--- config.mk ---
export PLATFORM = sky130hd
export DESIGN_NAME = seg7_scan_display
export DESIGN_NICKNAME = d
export VERILOG_FILES = /design/src/rtl/seg7_scan_display.sv
export SDC_FILE = /design/constraint.sdc
export NUM_CORES = 1
export LEC_CHECK = 0
export ABC_AREA = 1
export BUFFER_PORTS_ARGS = -buffer_cell sky130_fd_sc_hd__buf_2
export CELL_PAD_IN_SITES_DETAIL_PLACEMENT = 0
export CELL_PAD_IN_SITES_GLOBAL_PLACEMENT = 1
export CORE_MARGIN = 5
export CORE_UTILIZATION = 35
export DETAILED_ROUTE_END_ITERATION = 10
export HOLD_SLACK_MARGIN = 0.08
export PLACE_DENSITY = 0.73
export SKIP_LAST_GASP = 1
export SLEW_MARGIN = 20
export SYNTH_ARGS = -nofsm -noshare
export SYNTH_HDL_FRONTEND = slang
export SYNTH_SLANG_ARGS = --single-unit
--- constraint.sdc ---
create_clock -name clk -period 3.4 [get_ports clk]
set_input_delay 0.17 -clock clk [delete_from_list [all_inputs] [get_ports clk]]
set_output_delay 0.17 -clock clk [all_outputs]
set_load 0.01 [all_outputs]
--- src/rtl/seg7_scan_display.sv ---
// seg7_scan_display: time-multiplexed driver for a 4-digit common-anode
// seven-segment display fed by a two-digit BCD up/down counter.
// Slots: units, tens (dp = overflow), direction glyph, overflow dash.
// Inputs are snapshotted once per frame so a digit never tears mid-frame.
// Optional feature macro: LEADING_ZERO_BLANK_EN (blank tens digit when 0).
//
// state | meaning
// S0    | units digit (an[0])
// S1    | tens digit (an[1]), dp lit when overflow latched
// S2    | direction glyph 'U' / 'd' (an[2])
// S3    | overflow dash or blank (an[3])
module seg7_scan_display #(
    parameter int SCAN_BITS = 17
) (
    input  logic       clk,
    input  logic       reset,
    input  logic [3:0] bcd0,
    input  logic [3:0] bcd1,
    input  logic       dir,
    input  logic       cout,
    input  logic       ovf_clr,
    output logic [3:0] an,
    output logic [6:0] seg,
    output logic       dp,
    output logic       ovf
);

    typedef enum logic [1:0] {S0, S1, S2, S3} state_t;

    localparam logic [SCAN_BITS-1:0] PRESCALE_ONE = {{(SCAN_BITS-1){1'b0}}, 1'b1};

    localparam logic [6:0] GLYPH_BLANK = 7'b1111111;
    localparam logic [6:0] GLYPH_DASH  = 7'b0111111;
    localparam logic [6:0] GLYPH_UP    = 7'b1000001;
    localparam logic [6:0] GLYPH_DOWN  = 7'b0100001;
    localparam logic [6:0] GLYPH_ERR   = 7'b0000110;

    logic [SCAN_BITS-1:0] prescale;
    logic                 tick;
    state_t               state;
    state_t               state_nxt;

    logic [3:0] snap_bcd0;
    logic [3:0] snap_bcd1;
    logic       snap_dir;
    logic       snap_ovf;

    logic [3:0] an_nxt;
    logic [6:0] seg_nxt;
    logic       dp_nxt;

    assign tick = &prescale;

    function automatic logic [6:0] digit_glyph(input logic [3:0] d);
        logic [6:0] g;
        case (d)
            4'd0:    g = 7'b1000000;
            4'd1:    g = 7'b1111001;
            4'd2:    g = 7'b0100100;
            4'd3:    g = 7'b0110000;
            4'd4:    g = 7'b0011001;
            4'd5:    g = 7'b0010010;
            4'd6:    g = 7'b0000010;
            4'd7:    g = 7'b1111000;
            4'd8:    g = 7'b0000000;
            4'd9:    g = 7'b0010000;
            default: g = GLYPH_ERR;
        endcase
        return g;
    endfunction

    // Free-running prescaler; all-ones is the slot-advance tick.
    always_ff @(posedge clk or posedge reset) begin
        if (reset)
            prescale <= '0;
        else
            prescale <= prescale + PRESCALE_ONE;
    end

    // Slot state register.
    always_ff @(posedge clk or posedge reset) begin
        if (reset)
            state <= S0;
        else
            state <= state_nxt;
    end

    // Frame snapshot, taken on the S3->S0 tick so a whole frame sees one value set.
    always_ff @(posedge clk or posedge reset) begin
        if (reset) begin
            snap_bcd0 <= '0;
            snap_bcd1 <= '0;
            snap_dir  <= 1'b0;
            snap_ovf  <= 1'b0;
        end else if (tick && state == S3) begin
            snap_bcd0 <= bcd0;
            snap_bcd1 <= bcd1;
            snap_dir  <= dir;
            snap_ovf  <= ovf;
        end
    end

    // Sticky overflow; a carry on the same edge as a clear wins.
    always_ff @(posedge clk or posedge reset) begin
        if (reset)
            ovf <= 1'b0;
        else if (cout)
            ovf <= 1'b1;
        else if (ovf_clr)
            ovf <= 1'b0;
    end

    // Next-slot selection and per-slot display decode.
    always_comb begin
        state_nxt = state;
        an_nxt    = 4'b1111;
        seg_nxt   = GLYPH_BLANK;
        dp_nxt    = 1'b1;
        case (state)
            S0: begin
                if (tick) state_nxt = S1;
                an_nxt  = 4'b1110;
                seg_nxt = digit_glyph(snap_bcd0);
            end
            S1: begin
                if (tick) state_nxt = S2;
                an_nxt  = 4'b1101;
`ifdef LEADING_ZERO_BLANK_EN
                seg_nxt = (snap_bcd1 == 4'd0) ? GLYPH_BLANK : digit_glyph(snap_bcd1);
`else
                seg_nxt = digit_glyph(snap_bcd1);
`endif
                dp_nxt  = ~snap_ovf;
            end
            S2: begin
                if (tick) state_nxt = S3;
                an_nxt  = 4'b1011;
                seg_nxt = snap_dir ? GLYPH_UP : GLYPH_DOWN;
            end
            S3: begin
                if (tick) state_nxt = S0;
                an_nxt  = 4'b0111;
                seg_nxt = snap_ovf ? GLYPH_DASH : GLYPH_BLANK;
            end
            default: begin
                state_nxt = S0;
            end
        endcase
    end

    // Registered display outputs, one clock behind the slot state.
    always_ff @(posedge clk or posedge reset) begin
        if (reset) begin
            an  <= 4'b1111;
            seg <= GLYPH_BLANK;
            dp  <= 1'b1;
        end else begin
            an  <= an_nxt;
            seg <= seg_nxt;
            dp  <= dp_nxt;
        end
    end

endmodule

Yosys cells after proc, flatten, opt, wreduce, memory -nomap -nowiden
Memories as Yosys holds them, arrays and structs flattened.
Cells that the tools add are included.

storage, ports and cells
  register bits = 42
  output and inout port bits = 13
  bits in read-only memories = 224
  memories kept = 2
  input bits = 13

cells by class
  eq/ne operators = 7
  add/subtract/negate cells = 1
  reductions and logical operators = 5
  muxes and demuxes = 12
  bitwise operators = 1

memories
  name              words  width  read ports  clocked after Yosys merged registers in  wr ports  line  text
  (name not given)  16     7      1           0                                        0         56    case (d)
  (name not given)  16     7      1           0                                        0         56

operator list
  cell                     count
  $pmux W7 S4              1
  $add A17 B1 Y17 const B  1
  $reduce_and A17 Y1       1
  $pmux W4 S4              1
  $mux W7                  2
  $mux W2                  4
  $ne A2 B2 Y1 const B     4
  $pmux W2 S4              1
  $eq A2 B2 Y1 const B     2
  $reduce_and A4 Y1        1
  $mux W1                  3
  $eq A2 B1 Y1 const B     1
  $logic_not A2 Y1         1
  $reduce_bool A2 Y1       1
  $logic_and A1 B1 Y1      1
  $not A1 Y1               1

Longest topological paths before layout
Gate-level depths: netlist (run 1).

  depth after elaboration = 3
  mapped depth = 10

Least setup slack after synthesis (run 1)
Ideal clock, no wire load.

  path kind = register to register
  start point = register prescale[0]
  end point = register snap_bcd0[0]
  buffers on the path = 1
  library setup time = 0.132 ns
  data required time = 3.268 ns
  data arrival time = 1.484 ns
  cell stages (with the launch flop) = 11
  setup slack = 1.784 ns
  clock period less this slack = 1.616 ns
  path through = dfrtp_1 -> ha_1 -> nand3_2 -> nor2_4 -> nand2_2 -> nor3_2 -> ha_1 -> nand2_1 -> buf_2 -> nor2_1 -> a21oi_1

between the ends
  cells in the longest elaborated chain, start to end = 2

ends and longest elaborated chain
  item                    line  text
  from (decl)             38    logic [SCAN_BITS-1:0] prescale;
  from (signal assigned)  77    prescale <= prescale + PRESCALE_ONE;
  $reduce_and A17 Y1      52    assign tick = &prescale;
  $logic_and A1 B1 Y1     95    end else if (tick && state == S3) begin
  to (signal assigned)    91    snap_bcd0 <= '0;
  to (signal assigned)    96    snap_bcd0 <= bcd0;
  to (decl)               43    logic [3:0] snap_bcd0;

No other way between the ends.
A chain may end at the register's enable or synchronous reset.

Final worst setup path (run 1)
  start point = register prescale[1]
  end point = register snap_bcd0[0]

The elaborated chain is that of the path after synthesis.

==> results of run 1 <==
## critical path: stages (launching register included)
cell     delay (ns)
dfrtp_1        0.39
ha_1           0.21
nand3_2        0.13
nor2_4         0.16
nand2_2        0.08
nor3_2         0.12
ha_1           0.19
nand2_1        0.35
nor2_1         0.21
a21oi_1        0.06
## layer usage
| metal | up-vias | part of all wire (%) |
|---|---|---|
| li1 | 863 | - |
| met1 | 787 | 47 |
| met2 | 22 | 47 |
| met3 | 7 | 3.9 |
| met4 | 0 | 1.7 |
| met5 | - | 0 |
## worst min-delay path by stage
stage,from,end,cells past startpoint
after detailed placement,ovf_clr,ovf,2
after floorplan,ovf_clr,ovf,1
after global placement,ovf_clr,ovf,2
after global routing,bcd1[0],snap_bcd1[0],3
after CTS,bcd1[0],snap_bcd1[0],3
final,bcd1[0],snap_bcd1[0],3
## state kept, by name (all words and copies together) (netlist names)
register and cells:
seg 7, snap_ovf 1, ovf 1, dp 1, prescale 17, snap_bcd0 4, snap_dir 1, snap_bcd1 4
an 4, state 2
## layout by cell type, fill, tap and decap left out, types with 3 or more instances in the layout
| cell | instances |
|---|---|
| nor2_4 | 3 |
| xnor2_1 | 4 |
| nand4_1 | 4 |
| buf_2 | 25 |
| nor2_1 | 25 |
| dlygate4sd3_1 | 3 |
| clkbuf_1 | 3 |
| clkbuf_8 | 5 |
| nand2_2 | 4 |
| nand2_1 | 62 |
| inv_1 | 33 |
| dfstp_2 | 12 |
| a21oi_1 | 14 |
| dfrtp_1 | 30 |
| o21ai_0 | 7 |
| nand3_1 | 17 |
| xor2_1 | 5 |
| ha_1 | 21 |
## synth_stat cells, types with 4 or more instances
cell     instances  area [um2]
nor2_1          25        93.8
nand3_1         17        85.1
ha_1            21         263
nand2_1         62         233
xor2_1           5        43.8
a21oi_1         14        70.1
inv_1           34         128
xnor2_1          4        35.0
dfrtp_1         30         751
nand2_2          4        25.0
dfstp_2         12         315
o21ai_0          7        35.0
nand4_1          4        25.0
## report_power, final
| part | leakage (nW) | internal [mW] | switching, mW |
|---|---|---|---|
| logic | 0.696 | 0.0259 | 0.0407 |
| registers | 0.506 | 0.516 | 0.00773 |
| clock network | 0.0395 | 0.146 | 0.171 |
## logic make-up (layout without fill, tap and decap cells)
family | count (synthesis) | in the layout | synth area share, %
fa+ha+maj | 21 | 21 | 11.8
buf+inv | 37 | 72 | 6.30
simple gates | 121 | 121 | 24.5
xor+xnor | 9 | 9 | 3.55
flops | 42 | 42 | 47.9
compound gates | 25 | 25 | 5.91
## stage by stage
step | cells | setup slack (ns) | total power [mW] | area [um2]
4_1_cts | 366 | 1.34 | 0.922 | 2540
2_1_floorplan | 255 | 1.78 | 0.573 | 2220
3_3_place_gp | 356 | 1.45 | 0.599 | 2440
3_5_place_dp | 356 | 1.37 | 0.599 | 2440
5_1_grt | 367 | 1.11 | 0.955 | 2550
6_report | 367 | 1.37 | 0.908 | 2550
## layout make-up
class | instances | area share (%)
multi-input cells | 176 | 39.8
clock buffers | 8 | 3.14
flip-flops and latches | 42 | 41.7
inverters | 35 | 5.14
well taps | 77 | 3.77
repair buffers | 29 | 6.37
==> flow_summary.toml, run 1 <==
[outcome]
outcome = "complete, no violations"

[yosys]
synth_area_um2 = 2220
async_flop_share_pct = 100
yosys_warnings = 0
synth_edf_count = 0
syn_avg_cell_area_um2 = 8.72
yosysUniqueCellTypes = 25
ys_seq_area_share_pct = 47.9
synthFlopType = "dfrtp_1"
synth-seq-cells = 42
synth_nets = 289
synthCells = 255

[worst_setup_path]
worstPathArrival_ns = 2.18
cp-endpoint = "snap_bcd0[0]"
crit_path_end_kind = "flop"
critPathLaunch = "prescale[1]"
reg2reg_to = "snap_bcd0[0]"
required_ns = 3.56
path_max_fanout = 20
cp-start-kind = "flop"
reg2reg_slack_ns = 1.37
critical_path_class = "flop to flop"
r2r-start = "prescale[1]"
ff2ff_path_depth = 9

[global_route]
grt_util_met3_pct = 3.67
antenna_found_initial = 0
gr-max-usage-layer = "met2"
use_met2_pct = 18.0
gr-total-overflow = 0
grt_usage_pct = 11.5
first_global_vias = 1591
met1_usage_pct = 14.7
grt_pass1_wl_um = 7490
grt_max_degree = 28

[drt]
vias = 1679
wl_per_cell_um = 11.7
viasPerCell = 4.57
drc = 0
wirelength_um = 4310
first_pass_iters = 4
initialDrtViolationCount = 68
antenna_left = 0

[cts]
clk_pin_slew_worst_paths_ns = 0.08
h-tree-depth = 2
clk_latency_ns = 0.30
tritoncts = "yes"
clock_sinks = 42
ctsHoldBuffers = 2
cts_root_buffer = "clkbuf_8"
cts_buffer_depth = 2
cts_resized = 0
cts_post_setup_buffers_inserted = 0
cts_buffers = 5

[timing]
maxSlewViolCount = 0
setup_violations = 0
rsz0062_at_grt = "false"
slew_headroom_pct = 39.2
min_period_ns = 2.03
worst_clock_skew_ns = 0.0125
timing.hold.ws_ns = 0.111
setup_tns_ns = 0
hold_violations = 0
fmax_ghz = 0.494
period_share_pct = 59.6
worstMarginPinSlew_ns = 0.906

[final_layout]
antenna-diode-count = 0
drive_gt1_share_pct = 19.7
ff_latch_area_um2 = 1070
area_growth_pct = 14.9
fill_cells = 638
final_util_pct = 40.7
multi_input_area_um2 = 1020
fin_nets = 323

[pwr]
power_density_nw_per_um2 = 356
leakage_nw = 1.24
ir_worst_vdd_mv = 0.150

[floorplan]
die_w_um = 89.7
num_io_pins = 26
core_area_um2 = 6280
die-area_um2 = 8050
start_util_pct = 35.4
core.rowCount = 29
die_height_um = 89.7

[place]
dpl.hpwl_um = 3270
port-buffer-count = 25
routabilityCongestion = 0.808

[run]
cap_violations = 0

[worst_hold_path]
worstHoldPathType = "input port to flop"
No activity file was read; power rests on OpenSTA's default activity.
==> run 2: changes to the inputs <==
--- a/config.mk
+++ b/config.mk
@@ -5,7 +5,7 @@
 export SDC_FILE = /design/constraint.sdc
 export NUM_CORES = 1
 export LEC_CHECK = 0
-export ABC_AREA = 1
+export ABC_AREA = 0
 export BUFFER_PORTS_ARGS = -buffer_cell sky130_fd_sc_hd__buf_2
 export CELL_PAD_IN_SITES_DETAIL_PLACEMENT = 0
 export CELL_PAD_IN_SITES_GLOBAL_PLACEMENT = 1
@@ -13,7 +13,7 @@
 export CORE_UTILIZATION = 35
 export DETAILED_ROUTE_END_ITERATION = 10
 export HOLD_SLACK_MARGIN = 0.08
-export PLACE_DENSITY = 0.73
+export PLACE_DENSITY = 0.71
 export SKIP_LAST_GASP = 1
 export SLEW_MARGIN = 20
 export SYNTH_ARGS = -nofsm -noshare
==> constraint.sdc (replaced) <==
create_clock -name clk -period 2 [get_ports clk]
set_input_delay 0.1 -clock clk [delete_from_list [all_inputs] [get_ports clk]]
set_output_delay 0.1 -clock clk [all_outputs]
set_load 0.01 [all_outputs]
==> flow_summary.toml, run 2 <==
[worst_setup_path]
required_ns = 2.18
crit_path_end_kind = "flop"
path_max_fanout = 10
cp-start-kind = "flop"
critical_path_class = "flop to flop"
worstPathArrival_ns = 2.04

[place]
placed_cell_area_um2 = 2400
pre_cts_ws_ns = -0.133
port-buffer-count = 25
routabilityCongestion = 0.753
dpl.hpwl_um = 2730
dp_cells = 291

[timing]
fin_ws_ns = 0.145
worst_clock_skew_ns = 0.0125
period_share_pct = 92.7
min_period_ns = 1.85
worstMarginPinSlew_ns = 0.515
hold_violations = 0
fmax_ghz = 0.539
rsz0062_at_grt = "false"
maxSlewViolCount = 0
slew_headroom_pct = 65.6
setup_violations = 0

[global_route]
gr-total-overflow = 0
grt_max_degree = 43
first_global_vias = 1491
antenna_found_initial = 0
grt_usage_pct = 11.5
grt_pass1_wl_um = 6790

[pwr]
pwr-share-seq_pct = 56.6
leakage_nw = 1.25
power_density_nw_per_um2 = 597
p_switching_mw = 0.392
ir_worst_vdd_mv = 0.299
swShare_pct = 24.8
power_mw = 1.58
p_clk_share_pct = 35.4
p_comb_share_pct = 8.0
internal-power_mw = 1.19

[final_layout]
fill_cells = 568
area_growth_pct = 24.3
drive_gt1_share_pct = 28.2
final_util_pct = 44.7
mostFrequentLayoutCells = "dfrtp_1 (30), buf_2 (25), ha_1 (20)"
ff_latch_area_um2 = 1070
multi_input_area_um2 = 1000
fin_nets = 271
top_register = "prescale"
antenna-diode-count = 0
final_common_cell = "dfrtp_1"
top_regs = "prescale x17, seg x7"
stdcell_area_um2 = 2650
largest_reg_flops = 17
final_cell_count_no_fill = 313

[worst_hold_path]
worstHoldPathType = "flop to flop"

[drt]
initialDrtViolationCount = 45
antenna_left = 0
drc = 0
vias = 1423
viasPerCell = 4.55
wirelength_um = 3840
first_pass_iters = 4
wl_per_cell_um = 12.3

[cts]
h-tree-depth = 2
clk_pin_slew_worst_paths_ns = 0.09
cts_buffer_depth = 2
cts_root_buffer = "clkbuf_8"
cts_buffers = 5
clock_sinks = 42
tritoncts = "yes"
clk_latency_ns = 0.31

[yosys]
synth.most_common_cell = "dfrtp_1"
syn_avg_cell_area_um2 = 11.4
synth_area_leaders = "dfrtp_1 (35%), dfstp_2 (15%), ha_1 (12%), mux2_1 (5.8%), xnor2_1 (3.7%)"
synth_top_area_cell = "dfrtp_1"
synthFlopType = "dfrtp_1"
synthCells = 186
synth_area_um2 = 2130
synth_nets = 220
synth_edf_count = 0
synth_top_area_share_pct = 35.3
async_flop_share_pct = 100
yosys_warnings = 0
synth-seq-cells = 42
synthTopCellsByCount = "dfrtp_1 (30), ha_1 (21), inv_1 (16), dfstp_2 (12), nand2_1 (12)"
yosysUniqueCellTypes = 39
ys_seq_area_share_pct = 50.1

[floorplan]
core_area_um2 = 5920
die-area_um2 = 7740
num_io_pins = 26
start_util_pct = 36.0
die_w_um = 88
die_height_um = 88
core.rowCount = 28

[outcome]
outcome = "complete, no violations"

[run]
cap_violations = 0
## run 2: changes by cell type in the layout (fill, tap and decap cells not counted), moves of 5 or more
cell / delta
mux2_1: +11
a21oi_1: -7
xnor2_1: +5
nand2_1: -51
dlygate4sd3_1: +9
inv_1: -17
buf_4: +10
nor2_1: -15
nand3_1: -9
## run 2: repair_timing
| item | CTS | global route |
|---|---|---|
| buffers inserted | 0 | 2 |
| endpoints found under the hold margin | 40 | 0 |
| hold buffers | 12 | 0 |
| gates resized for setup | 2 | 2 |
| pin swaps | 0 | 1 |
| endpoints found under the setup margin | 10 | 12 |
## run 2: kinds of logic after synthesis
kind of cell / after synthesis / synth area share [%]
compound gates: 27 / 9.05
xor+xnor: 14 / 5.76
fa+ha+maj: 21 / 12.3
buf+inv: 21 / 3.76
flops: 42 / 50.1
mux: 12 / 6.52
simple gates: 49 / 12.5
## run 2: routing by layer
| layer | share of wire (%) | global-route usage [%] | vias to the layer above | routed length, um |
|---|---|---|---|---|
| met4 | 2.3 | 5.44 | 0 | 89 |
| met2 | 46 | 18.3 | 22 | 1780 |
| met1 | 47 | 14.5 | 655 | 1810 |
| met5 | 0 | 0 | - | 0 |
| met3 | 4.2 | 2.92 | 8 | 160 |
| li1 | - | - | 738 | - |
## run 2: power groups by stage
stage	Sequential, mW	Clock (mW)	Combinational (mW)
3_3_place_gp	0.911	0	0.110
4_1_cts	0.896	0.591	0.129
5_1_grt	0.900	0.635	0.144
3_5_place_dp	0.912	0	0.110
6_report	0.895	0.560	0.126
2_1_floorplan	0.911	0	0.0667
## run 2: stage by stage
step / hold slack, ns / setup TNS, ns
2_1_floorplan: 0.192 / 0
3_3_place_gp: 0.261 / -0.347
3_5_place_dp: 0.262 / -1.21
4_1_cts: 0.435 / 0
5_1_grt: 0.466 / 0
6_report: 0.431 / 0
## run 2: worst paths after layout
| check | cells past startpoint | to | slack [ns] | startpoint |
|---|---|---|---|---|
| max | 7 | snap_dir | 0.15 | prescale[4] |
| min | 1 | dp | 0.43 | snap_ovf |
| max reg2reg | 7 | snap_dir | 0.15 | prescale[4] |
| min reg2reg | 1 | dp | 0.43 | snap_ovf |
| max in group asynchronous | 4 | an[0] | 1.17 | reset |
| min in group asynchronous | 4 | prescale[10] | 0.46 | reset |
## run 2: worst max-delay path, stage by stage, from the launching register on
cell and delay, ns:
dfrtp_1 0.38, and4_4 0.23, nand3_2 0.12, nor3_2 0.16
and3_1 0.23, ha_4 0.16, nand2_4 0.11, mux2_1 0.36
## run 2: cell type report
type	count	area share [%]
Sequential cell	42	40.3
Multi-Input combinational cell	123	37.9
Timing Repair Buffer	48	12.4
Tap cell	75	3.54
Clock buffer	5	2.60
Inverter	17	2.41
Clock inverter	3	0.898
